$ cat src/rtl/instr_mem_loader_if.sv
// Byte-stream in / instruction-memory write out bundle for instr_mem_loader.
// master = stream source and memory side, slave = the loader itself.
interface instr_mem_loader_if;
    logic        start;
    logic        byte_valid;
    logic [7:0]  byte_data;
    logic        byte_ready;
    logic        we;
    logic [7:0]  waddr;
    logic [31:0] wdata;
    logic        cpu_hold;
    logic        done;
    logic        err;

    modport master (
        output start, byte_valid, byte_data,
        input  byte_ready, we, waddr, wdata, cpu_hold, done, err
    );

    modport slave (
        input  start, byte_valid, byte_data,
        output byte_ready, we, waddr, wdata, cpu_hold, done, err
    );
endinterface

$ cat src/rtl/instr_mem_loader.sv
// Loads a header-counted little-endian byte stream into instruction memory; trailer check under LOADER_CKSUM_EN.
// Latency: one write cycle after each 4th accepted byte of a word; never two writes back to back.
// Backpressure: byte_ready low outside HDR/DATA/CKSUM; byte_valid low stalls in place.
module instr_mem_loader #(
    parameter int MAX_WORDS = 64
) (
    input logic               clk,
    input logic               rst,
    instr_mem_loader_if.slave bus
);
    localparam logic [2:0] S_IDLE  = 3'd0;
    localparam logic [2:0] S_HDR   = 3'd1;
    localparam logic [2:0] S_DATA  = 3'd2;
    localparam logic [2:0] S_WRITE = 3'd3;
    localparam logic [2:0] S_DONE  = 3'd5;
`ifdef LOADER_CKSUM_EN
    localparam logic [2:0] S_CKSUM = 3'd4;
    localparam logic [2:0] S_END   = S_CKSUM;
`else
    localparam logic [2:0] S_END   = S_DONE;
`endif

    logic [2:0]  state_q, state_d;
    logic [6:0]  cnt_q, cnt_d;
    logic [6:0]  idx_q, idx_d;
    logic [1:0]  bcnt_q, bcnt_d;
    logic [31:0] asm_q, asm_d;
    logic        err_q, err_d;
    logic [7:0]  cks_q, cks_d;
    logic        xfer;

    assign xfer = bus.byte_valid && bus.byte_ready;

    always_comb begin
        state_d = state_q;
        cnt_d   = cnt_q;
        idx_d   = idx_q;
        bcnt_d  = bcnt_q;
        asm_d   = asm_q;
        err_d   = err_q;
        cks_d   = cks_q;
        case (state_q)
            S_IDLE: begin
                if (bus.start) begin
                    state_d = S_HDR;
                    err_d   = 1'b0;
                    cks_d   = 8'h00;
                end
            end
            S_HDR: begin
                if (xfer) begin
                    idx_d  = 7'd0;
                    bcnt_d = 2'd0;
                    if (bus.byte_data == 8'h00) begin
                        state_d = S_END;
                    end else if (bus.byte_data > 8'(MAX_WORDS)) begin
                        err_d   = 1'b1;
                        state_d = S_DONE;
                    end else begin
                        cnt_d   = bus.byte_data[6:0];
                        state_d = S_DATA;
                    end
                end
            end
            S_DATA: begin
                if (xfer) begin
                    // First byte ends up in [7:0] after four right shifts.
                    asm_d  = {bus.byte_data, asm_q[31:8]};
                    cks_d  = cks_q ^ bus.byte_data;
                    bcnt_d = bcnt_q + 2'd1;
                    if (bcnt_q == 2'd3) begin
                        state_d = S_WRITE;
                    end
                end
            end
            S_WRITE: begin
                idx_d   = idx_q + 7'd1;
                state_d = (idx_d == cnt_q) ? S_END : S_DATA;
            end
`ifdef LOADER_CKSUM_EN
            S_CKSUM: begin
                if (xfer) begin
                    if (bus.byte_data != cks_q) begin
                        err_d = 1'b1;
                    end
                    state_d = S_DONE;
                end
            end
`endif
            S_DONE: begin
                if (bus.start) begin
                    state_d = S_HDR;
                    err_d   = 1'b0;
                    cks_d   = 8'h00;
                end
            end
            default: state_d = S_IDLE;
        endcase
    end

    always_ff @(posedge clk) begin
        if (rst) begin
            state_q <= S_IDLE;
            cnt_q   <= 7'd0;
            idx_q   <= 7'd0;
            bcnt_q  <= 2'd0;
            asm_q   <= 32'd0;
            err_q   <= 1'b0;
            cks_q   <= 8'h00;
        end else begin
            state_q <= state_d;
            cnt_q   <= cnt_d;
            idx_q   <= idx_d;
            bcnt_q  <= bcnt_d;
            asm_q   <= asm_d;
            err_q   <= err_d;
            cks_q   <= cks_d;
        end
    end

`ifdef LOADER_CKSUM_EN
    assign bus.byte_ready = (state_q == S_HDR) || (state_q == S_DATA) || (state_q == S_CKSUM);
`else
    assign bus.byte_ready = (state_q == S_HDR) || (state_q == S_DATA);
`endif
    assign bus.cpu_hold = (state_q != S_IDLE) && (state_q != S_DONE);
    assign bus.we       = (state_q == S_WRITE);
    assign bus.waddr    = {idx_q[5:0], 2'b00};
    assign bus.wdata    = asm_q;
    assign bus.done     = (state_q == S_DONE);
    assign bus.err      = err_q;
endmodule
$ cat src/flat_wrapper.sv
// flat-port wrapper written by rule: the top's interface ports become plain ports
module instr_mem_loader_flat 
#(
    parameter int MAX_WORDS = 64
)
  (clk, rst, bus_start, bus_byte_valid, bus_byte_data, bus_byte_ready, bus_we, bus_waddr, bus_wdata, bus_cpu_hold, bus_done, bus_err);
  instr_mem_loader_if bus_i ();
  input logic clk;
  input logic rst;
  input wire logic [$bits(bus_i.start)-1:0] bus_start;
  input wire logic [$bits(bus_i.byte_valid)-1:0] bus_byte_valid;
  input wire logic [$bits(bus_i.byte_data)-1:0] bus_byte_data;
  output wire logic [$bits(bus_i.byte_ready)-1:0] bus_byte_ready;
  output wire logic [$bits(bus_i.we)-1:0] bus_we;
  output wire logic [$bits(bus_i.waddr)-1:0] bus_waddr;
  output wire logic [$bits(bus_i.wdata)-1:0] bus_wdata;
  output wire logic [$bits(bus_i.cpu_hold)-1:0] bus_cpu_hold;
  output wire logic [$bits(bus_i.done)-1:0] bus_done;
  output wire logic [$bits(bus_i.err)-1:0] bus_err;
  assign bus_i.start = bus_start;
  assign bus_i.byte_valid = bus_byte_valid;
  assign bus_i.byte_data = bus_byte_data;
  assign bus_byte_ready = bus_i.byte_ready;
  assign bus_we = bus_i.we;
  assign bus_waddr = bus_i.waddr;
  assign bus_wdata = bus_i.wdata;
  assign bus_cpu_hold = bus_i.cpu_hold;
  assign bus_done = bus_i.done;
  assign bus_err = bus_i.err;
  instr_mem_loader #(.MAX_WORDS(MAX_WORDS)) u_core (.clk(clk), .rst(rst), .bus(bus_i));
endmodule
$ cat config.mk
export PLATFORM = sky130hd
export DESIGN_NAME = instr_mem_loader_flat
export DESIGN_NICKNAME = d
export VERILOG_FILES = /design/src/rtl/instr_mem_loader_if.sv /design/src/rtl/instr_mem_loader.sv /design/src/flat_wrapper.sv
export SDC_FILE = /design/constraint.sdc
export NUM_CORES = 1
export LEC_CHECK = 0
export CORE_ASPECT_RATIO = 1.25
export CORE_MARGIN = 3
export CORE_UTILIZATION = 49
export CTS_CLUSTER_DIAMETER = 200
export DETAILED_ROUTE_END_ITERATION = 8
export PLACE_DENSITY = 0.79
export SYNTH_ARGS = -nofsm -noshare
export SYNTH_HDL_FRONTEND = slang
export SYNTH_SLANG_ARGS = --single-unit
$ cat constraint.sdc
create_clock -name clk -period 2.4 [get_ports clk]
set_input_delay 0.48 -clock clk [delete_from_list [all_inputs] [get_ports clk]]
set_output_delay 0.48 -clock clk [all_outputs]
set_load 0.01 [all_outputs]
Word level (Yosys, flattened, before mapping)
Index checks and enable logic that the tools add are counted.

storage, ports and cells
  register bits = 52
  bits of input ports = 12
  output and inout port bits = 45
  word-level logic and storage cells = 58

operators by class
  add/subtract/negate cells = 2
  order comparisons = 1
  equal/unequal tests = 13
  muxes and demuxes = 18
  bitwise gates (word level) = 2
  reductions and logical operators = 16

operators by type and width
  cell                 count
  $mux 3               7
  $pmux 7 s2           1
  $pmux 3 s4           1
  $ne 2x1->1 const B   5
  $gt 8x7->1 const B   1
  $logic_not 8->1      1
  $reduce_and 4->1     2
  $add 7x1->7 const B  1
  $eq 7x7->1           1
  $mux 7               1
  $eq 3x2->1 const B   2
  $reduce_bool 2->1    3
  $reduce_and 5->1     1
  $mux 1               4
  $mux 2               2
  $pmux 2 s2           1
  $reduce_and 2->1     2
  $eq 3x1->1 const B   1
  $eq 3x3->1 const B   1
  $logic_not 3->1      1
  $ne 3x3->1 const B   1
  $reduce_and 3->1     1
  $reduce_bool 3->1    1
  $add 2x1->2 const B  1
  7 further kinds      9

Logic depth before layout (Yosys ltp)
Gate-level depths: netlist (run 1).

  depth in word-level cells = 5
  gate-level depth with buffers = 7
  depth with buffers taken out = 6

Least setup slack after synthesis (run 1)
OpenSTA, ideal clock, no wires.

  kind = reg-to-reg
  from = reg u_core.idx_q[0]
  to = reg u_core.state_q[1]
  data arrival time = 1.796 ns
  required time = 2.284 ns
  slack = 0.488 ns
  cell stages (with the launch flop) = 7
  buffers on the path = 0
  period minus slack after synthesis = 1.912 ns
  path through = dfxtp_1 > ha_1 > and3_1 > nand3_1 > xnor2_1 > or4_4 > a31o_1

between the ends
  word-level cells in the longest chain between the ends = 4

RTL lines
  element                   RTL line                 source
  start: declaration        instr_mem_loader.sv:25   logic [6:0] idx_q, idx_d;
  start signal: assignment  instr_mem_loader.sv:113  idx_q <= idx_d;
  $add 7x1->7               instr_mem_loader.sv:77   idx_d = idx_q + 7'd1;
  $eq 7x7->1                instr_mem_loader.sv:78   state_d = (idx_d == cnt_q) ? S_END : S_DATA;
  $mux 3                    instr_mem_loader.sv:78
  $pmux 3 s4                instr_mem_loader.sv:42   case (state_q)
  end signal: assignment    instr_mem_loader.sv:111  state_q <= state_d;
  end: declaration          instr_mem_loader.sv:23   logic [2:0] state_q, state_d;

No other way between the ends.
A chain may end at the register's enable or synchronous reset.

Final worst setup path (run 1)
  from = reg u_core.state_q[1]
  to = out bus_byte_ready

between the ends
  word-level cells in the longest chain between the ends = 2
  elaborated cells on any way between the ends = 3
  classes of those cells = eq/ne (2); reduce/logical (1)

RTL lines
  element                                   RTL line                 source
  $eq 3x1->1 or $eq 3x2->1 (tied branches)  instr_mem_loader.sv:124  assign bus.byte_ready = (state_q == S_HDR) || (state_q == S_DATA);
  $logic_or 1x1->1 *                        instr_mem_loader.sv:124
  end: declaration                          flat_wrapper.sv:13       output wire logic [$bits(bus_i.byte_ready)-1:0] bus_byte_ready;

Every way passes the cells marked *; elsewhere a longest branch is shown, timed or not.

==> impl_results.md, run 1 <==
* Outcome: complete, no violations
* Synth cell types at 50
* Port Buffers at 54
* Kind of critical path: flip-flop to primary output
* Pin count of the biggest net entering global routing at 36
* CTS Hold Bufs at 0
* Total GRT Usage at 0.190
* Cell taking the most area after synthesis: dfxtp_1
* Power per Cell Area at roughly 550 mW/mm^2
* Slew Viols, Final at 0
* CTS tree: yes
* Gpl congestion at 0.831
* H-tree levels at 2
* Sum Neg Setup Slack at 0 ns
* Worst-Skew Late Latency at between 0.3 and 0.4 ns
* First-pass GRT wire length at roughly 9.3 mm
* Post-Synth XOR/XNOR Area at 0.0390
* DRT iter0 DRCs at around 140
* Layout cell share with drive strength beyond 1 at 0.0904
* CP max FO at 10
* TritonCTS Sinks at 52
* Seq/Total Area, Yosys at 0.427
* Die ar. at between 0.005 and 0.006 mm^2
* Die H at between 80 and 90 um
* Post-Synth Simple-Gate Area at 0.250
* Crit path capture type: primary output
* Dpl cells at about 400
* Reg area at around 0.0010 mm^2
* EDFF count, synth at 0
* Syn avg cell area at between 8 and 9 um^2
* Vias per inst at 5.47
* Fin crit period at 2.26 ns
* Post-Syn Instances at around 300
* # setup viols final at 0
* Synth Area in Adders at 0.0103
* Startpoint Class: flip-flop
* Max cap viols at 0
* WL per Instance at between 10 and 15 um
* HP Class: flip-flop to flip-flop
* Number of global-route vias before repair at 2087
* I/O pin total at 57
* Fin. Hold Viols at 0
* Crit-path slowest cell: clkdlybuf4s50_1
* Top cell type's share of synthesized area at 0.427
* CP Data Required Time at about 1.9 ns
* Die span in x at 69.1 um
* Post-CTS Setup Bufs at 0
* RSZ-0062 raised after global routing: false
* Leakage power at between 0.001 and 0.0015 uW
* Slowest stage delay, CP at roughly 0.53 ns
* Row cnt at 28
* Yosys Warn Count at 0
* CTS Buf Count at 5
* Final WL at between 5 and 6 mm
* Fillers at 456
* VDD IR max at 359 uV
* Ys flop type: dfxtp_1
* GRT overflow at 0
* CTS Buffer Depth at 2
* ANT cells at 0
* Async S/R FF share, synth at 0
* Area of the multi-input gates at 0.00125 mm^2
* Worst-path cell chain: nor3b_4, or2_2, clkdlybuf4s50_1
* DRT Pass-1 Iters at 4
* Via Count at roughly 2200
* Clock skew at 0.00971 ns
* Core ar. at around 0.0048 mm^2
* Detail Placement HPWL at between 3 and 4 mm
* Initial Util at 0.512
* Final non-filler cell total at about 400
* Post-route DRC at 0
* Fmax at between 400 and 500 MHz
* Critical path arrival at about 1.8 ns
* #FFs+latches synth at 52
* Syn-to-layout area delta at 25.4%
* Final period util at 0.942
* Nets@finish at around 360
* Reg clk slew, reported paths at around 0.10 ns
* Initial antenna violation count at 0
* Mux cell area share after synthesis at 0.0334
* Complex-gate fraction of the synthesized area at 0.172
* Top cells by area, synth: dfxtp_1 43%, nand2_1 10%, a21oi_1 8.2%
* Largest family of logic cells by synthesized area: simple AND/OR/NAND/NOR gates
* Antenna viol nets, final at 0
* Clk root buf: clkbuf_8
* Synthesized cell area at between 0.002 and 0.0025 mm^2
==> cells by family (layout without fill, tap and decap cells) <==
| logic type | after synthesis | count (layout) |
|---|---|---|
| simple gates | 128 | 128 |
| compound gates | 72 | 72 |
| flops | 52 | 52 |
| buf+inv | 29 | 69 |
| xor+xnor | 10 | 10 |
| mux | 8 | 8 |
| fa+ha+maj | 2 | 2 |
| other cells | 1 | 2 |
==> cells in the final DEF (no fill, tap or decap), drive strengths merged, types with 3 or more instances in the layout <==
cell / n
a31oi: 6
or3: 3
nand3: 5
nor3b: 3
o21ai: 11
nor2: 21
a21oi: 42
buf: 7
nand3b: 6
clkdlybuf4s50: 53
mux2i: 7
nand2: 68
dfxtp: 52
xor2: 5
nand2b: 4
inv: 3
clkbuf: 5
xnor2: 5
and2: 4
==> power by group <==
group	total [uW]	internal (uW)	leakage (uW)	switching (uW)
sequential	911	882	0.000421	29.2
combinational	264	128	0.000563	136
clock	518	213	0.0000452	305
total	1690	1220	0.00103	471
==> metal layers <==
layer,up-vias,routed length [um],GRT usage
li1,1103,-,-
met1,1033,2310,0.229
met2,61,2730,0.331
met3,9,262,0.0415
met4,0,97,0.0693
met5,-,0,0
==> cells in the mapped netlist (2+ instances only) <==
library cell and instances:
nor3b_2 2, and2_1 4, a21o_1 2, dfxtp_1 52
or3_1 3, nand3_1 5, clkbuf_1 12, o21ai_0 9
nand2_1 68, o21ai_1 2, a21oi_1 40, xnor2_1 4
xor2_1 5, mux2i_1 7, ha_1 2, nand2b_1 4
nand4_1 2, a211oi_1 2, a31oi_1 6, buf_2 6
nor2_1 21, nor3_1 2, a22oi_1 2, nand3b_1 6
buf_6 2, buf_4 8
==> flip-flops by register name, summed over array words and instances, names as in the netlist <==
| name | cells |
|---|---|
| u_core.cnt_q | 7 |
| u_core.state_q | 3 |
| u_core.idx_q | 7 |
| u_core.bus.err | 1 |
| u_core.bcnt_q | 2 |
| u_core.bus.wdata | 32 |
==> worst max-delay path, delay by kind of cell (launching register included) <==
kind | cells | cell delay [ns]
buffers and inverters | 1 | 0.53
and+or+nand+nor | 2 | 0.50
DFF | 1 | 0.45
==> worst paths after layout <==
path                                         start                          endpoint  slack (ns)  depth (start not counted)
hold / removal    u_core.bus.wdata[0]$_SDFFE_PP0P_  u_core.bus.wdata[0]$_SDFFE_PP0P_        0.46                          2
setup reg to reg      u_core.idx_q[0]$_SDFFE_PP0P_    u_core.state_q[1]$_SDFFE_PP0P_        0.34                          6
hold reg to reg   u_core.bus.wdata[0]$_SDFFE_PP0P_  u_core.bus.wdata[0]$_SDFFE_PP0P_        0.46                          2
setup / recovery    u_core.state_q[1]$_SDFFE_PP0P_                    bus_byte_ready        0.14                          3
==> area by class of cell <==
type / instances / area share
repair buffers: 60 / 0.194
clock buffers: 5 / 0.0225
well taps: 60 / 0.0245
flip-flops and latches: 52 / 0.342
multi-input cells: 222 / 0.408
clock inverters: 3 / 0.00818
inverters: 1 / 0.00123
==> through the flow <==
step / total power [uW] / util / area, um^2 / hold slack, ns / setup WS (ns)
after floorplan: 1090 / - / 2440 / 0.470 / 0.488
after global placement: 1190 / 0.620 / 2950 / 0.441 / 0.0189
after detailed placement: 1190 / 0.620 / 2950 / 0.451 / -0.0697
after CTS: 1700 / 0.641 / 3050 / 0.465 / 0.0292
after global routing: 1770 / 0.642 / 3060 / 0.490 / 0.0741
final: 1690 / 0.642 / 3060 / 0.462 / 0.140
==> what timing repair did <==
item,CTS,global route
gates resized for setup,1,4
pin swaps,0,0
setup endpoints to repair,1,2
cloned,0,0
Note: power is estimated with default switching activity, not from simulation.
==> inputs of run 2 (changes only) <==
--- a/config.mk
+++ b/config.mk
@@ -5,7 +5,6 @@
 export SDC_FILE = /design/constraint.sdc
 export NUM_CORES = 1
 export LEC_CHECK = 0
-export CORE_ASPECT_RATIO = 1.25
 export CORE_MARGIN = 3
 export CORE_UTILIZATION = 49
 export CTS_CLUSTER_DIAMETER = 200
==> impl_results.md, run 2 (synthesis gave the netlist of run 1 again) <==
* Outcome: complete, no violations
* Syn-to-layout area delta at 27.0%
* I/O pin total at 57 (unchanged)
* Port Buffers at 54 (unchanged)
* Fillers at 416 (-8.8%)
* DRT Pass-1 Iters at 4 (unchanged)
* DRT iter0 DRCs at 130 (-5.1%)
* Die span in x at 76.5 um (+11%)
* Final WL at 5.49 mm (+1.6%)
* Crit-path slowest cell: dfxtp_1
* GRT overflow at 0 (unchanged)
* Die H at 76.5 um (-9.8%)
* Row cnt at 25 (-11%)
* Worst setup startpoint: u_core.state_q[0]$_SDFFE_PP0P_
* Dpl cells at 402 (+1.8%)
* Reg area at 0.00104 mm^2 (-0.12%)
* TritonCTS Sinks at 52 (unchanged)
* Fin area at 0.00310 mm^2 (+1.2%)
* CTS tree: yes
* ANT cells at 0 (unchanged)
* Reg2reg start: u_core.idx_q[0]$_SDFFE_PP0P_
* FF-to-FF End: u_core.state_q[1]$_SDFFE_PP0P_
* Layout cell share with drive strength beyond 1 at 0.0845 (-0.00583)
* Pre-CTS setup slack at -0.0703 ns (-0.000618 ns)
* Power per Cell Area at 576 mW/mm^2 (+4.0%)
* Pin count of the biggest net entering global routing at 36 (unchanged)
* Number of global-route vias before repair at 2028 (-2.8%)
* Vias per inst at 5.32 (-2.7%)
* Initial Util at 0.513 (+0.00108)
* Final period util at 0.955 (+0.0137)
* Worst setup margin at 0.107 ns (-0.0328 ns)
* HP Class: flip-flop to flip-flop
* Most frequent cells in the layout: 68 x nand2_1, 53 x clkdlybuf4s50_1, 50 x dfxtp_1, 40 x a21oi_1, 21 x nor2_1
* Kind of critical path: flip-flop to primary output
* Post-route DRC at 0 (unchanged)
* Antenna viol nets, final at 0 (unchanged)
* Gpl congestion at 0.825 (-0.70%)
* CTS Buffer Depth at 2 (unchanged)
* Util after Layout at 0.651 (+0.00925)
* Most common cell after layout, fill and taps aside: nand2_1
* Final non-filler cell total at 410 (+1.7%)
* Hold Path Stages at 2 (unchanged)
* Worst-Skew Late Latency at 0.30 ns (about the same)
* RSZ-0062 raised after global routing: false
* Max cap viols at 0 (unchanged)
* Crit path capture type: primary output
* Placed cell area at 0.00297 mm^2 (+0.72%)
* CP endpoint: bus_done
* Startpoint Class: flip-flop
* # setup viols final at 0 (unchanged)
* Via Count at 2183 (-1.0%)
* Leakage power at 0.00105 uW (+1.6%)
* Initial antenna violation count at 0 (unchanged)
* Crit path depth at 3 (unchanged)
* Kind of cell adding the most delay to the critical path: flip-flops
* CTS Buf Count at 5 (unchanged)
* Core ar. at 0.00475 mm^2 (-0.21%)
* Max FFs per register at 32 (unchanged)
* Worst hold slack at 0.457 ns (-0.00553 ns)
* Area of the multi-input gates at 0.00125 mm^2 (unchanged)
* Die ar. at 0.00586 mm^2 (about the same)
* WL per Instance at 13.4 um (-0.16%)
* Fmax at 436 MHz (-1.4%)
* CP max FO at 9 (-1)
* Nets@finish at 356 (unchanged)
* Total GRT Usage at 0.195 (+0.00478)
* Clock skew at 0.00297 ns (-0.00674 ns)
* Clk root buf: clkbuf_8
* Slew Viols, Final at 0 (unchanged)
* Reg clk slew, reported paths at 0.09 ns (about the same)
* Worst-path cell chain: nor2b_2, and2_1, clkdlybuf4s50_1
* First-pass GRT wire length at 9.54 mm (+2.1%)
* Worst R2R Path Depth at 6 (unchanged)
* Fin. Hold Viols at 0 (unchanged)
* Fin crit period at 2.29 ns (+0.0328 ns)
* H-tree levels at 2 (unchanged)
* CTS Hold Bufs at 0 (unchanged)
* VDD IR max at 392 uV (+9.3%)
* Slowest stage delay, CP at 0.53 ns (about the same)
* Worst Path Buf+Inv at 1 (unchanged)
* Critical path arrival at 1.81 ns (+0.03 ns)
* CP Data Required Time at 1.92 ns (about the same)
* Worst reg2reg setup slack at 0.29 ns (-0.05 ns)
* Detail Placement HPWL at 3.93 mm (+0.71%)
run 2: changes by cell type in the layout (fill, tap and decap cells not counted):
| cell | previous run | this run |
|---|---|---|
| buf_12 | 1 | 2 |
| buf_4 | 5 | 4 |
| bufinv_16 | 0 | 1 |
| clkbuf_1 | 0 | 1 |
| clkinvlp_4 | 1 | 0 |
| dfxtp_1 | 49 | 50 |
| dfxtp_2 | 3 | 2 |
| inv_6 | 2 | 1 |
run 2: worst min path at each step:
stage                                     startpoint                          endpoint  slack, ns
global route        u_core.bus.wdata[4]$_SDFFE_PP0P_  u_core.bus.wdata[4]$_SDFFE_PP0P_       0.48
floorplan              u_core.bcnt_q[1]$_SDFFE_PP0P_     u_core.bcnt_q[1]$_SDFFE_PP0P_       0.47
global placement    u_core.bus.wdata[0]$_SDFFE_PP0P_  u_core.bus.wdata[0]$_SDFFE_PP0P_       0.44
CTS                 u_core.bus.wdata[2]$_SDFFE_PP0P_  u_core.bus.wdata[2]$_SDFFE_PP0P_       0.46
detailed placement  u_core.bus.wdata[2]$_SDFFE_PP0P_  u_core.bus.wdata[2]$_SDFFE_PP0P_       0.45
finish              u_core.bus.wdata[3]$_SDFFE_PP0P_  u_core.bus.wdata[3]$_SDFFE_PP0P_       0.46
run 2: metal layers:
metal	vias up	GRT usage	wire length, um
met5	-	0	0
met4	0	0.0471	45
met3	4	0.0414	207
met2	53	0.319	2660
met1	1019	0.262	2570
li1	1107	-	-
run 2: power breakdown:
part / internal (uW) / leakage (uW) / total [uW] / switching [uW]
registers: 880 / 0.000420 / 909 / 28.5
logic: 129 / 0.000570 / 271 / 142
clock network: 315 / 0.0000558 / 603 / 287
run 2: through the flow:
step | total power (uW) | TNS [ns]
global placement | 1190 | 0
CTS | 1790 | 0
finish | 1780 | 0
detailed placement | 1190 | -0.404
floorplan | 1090 | 0
global route | 1860 | 0
run 2: timing repair:
| action | 4_1_cts | 5_1_grt |
|---|---|---|
| setup endpoints to repair | 1 | 2 |
| setup buffers | 0 | 0 |
| resized for setup | 1 | 3 |
| gates cloned | 0 | 0 |
run 2: final cells by class:
cell class              instances  area share
well taps                      67      0.0271
repair buffers                 60       0.196
multi-input cells             222       0.403
inverters                       1     0.00121
flip-flops and latches         52       0.337
clock inverters                 2      0.0125
clock buffers                   6      0.0234
run 2: tightest hold or removal path, cell delays in order (launching register included):
cell and delay (ns):
dfxtp_1 0.32, nand2_1 0.05, a21oi_1 0.05
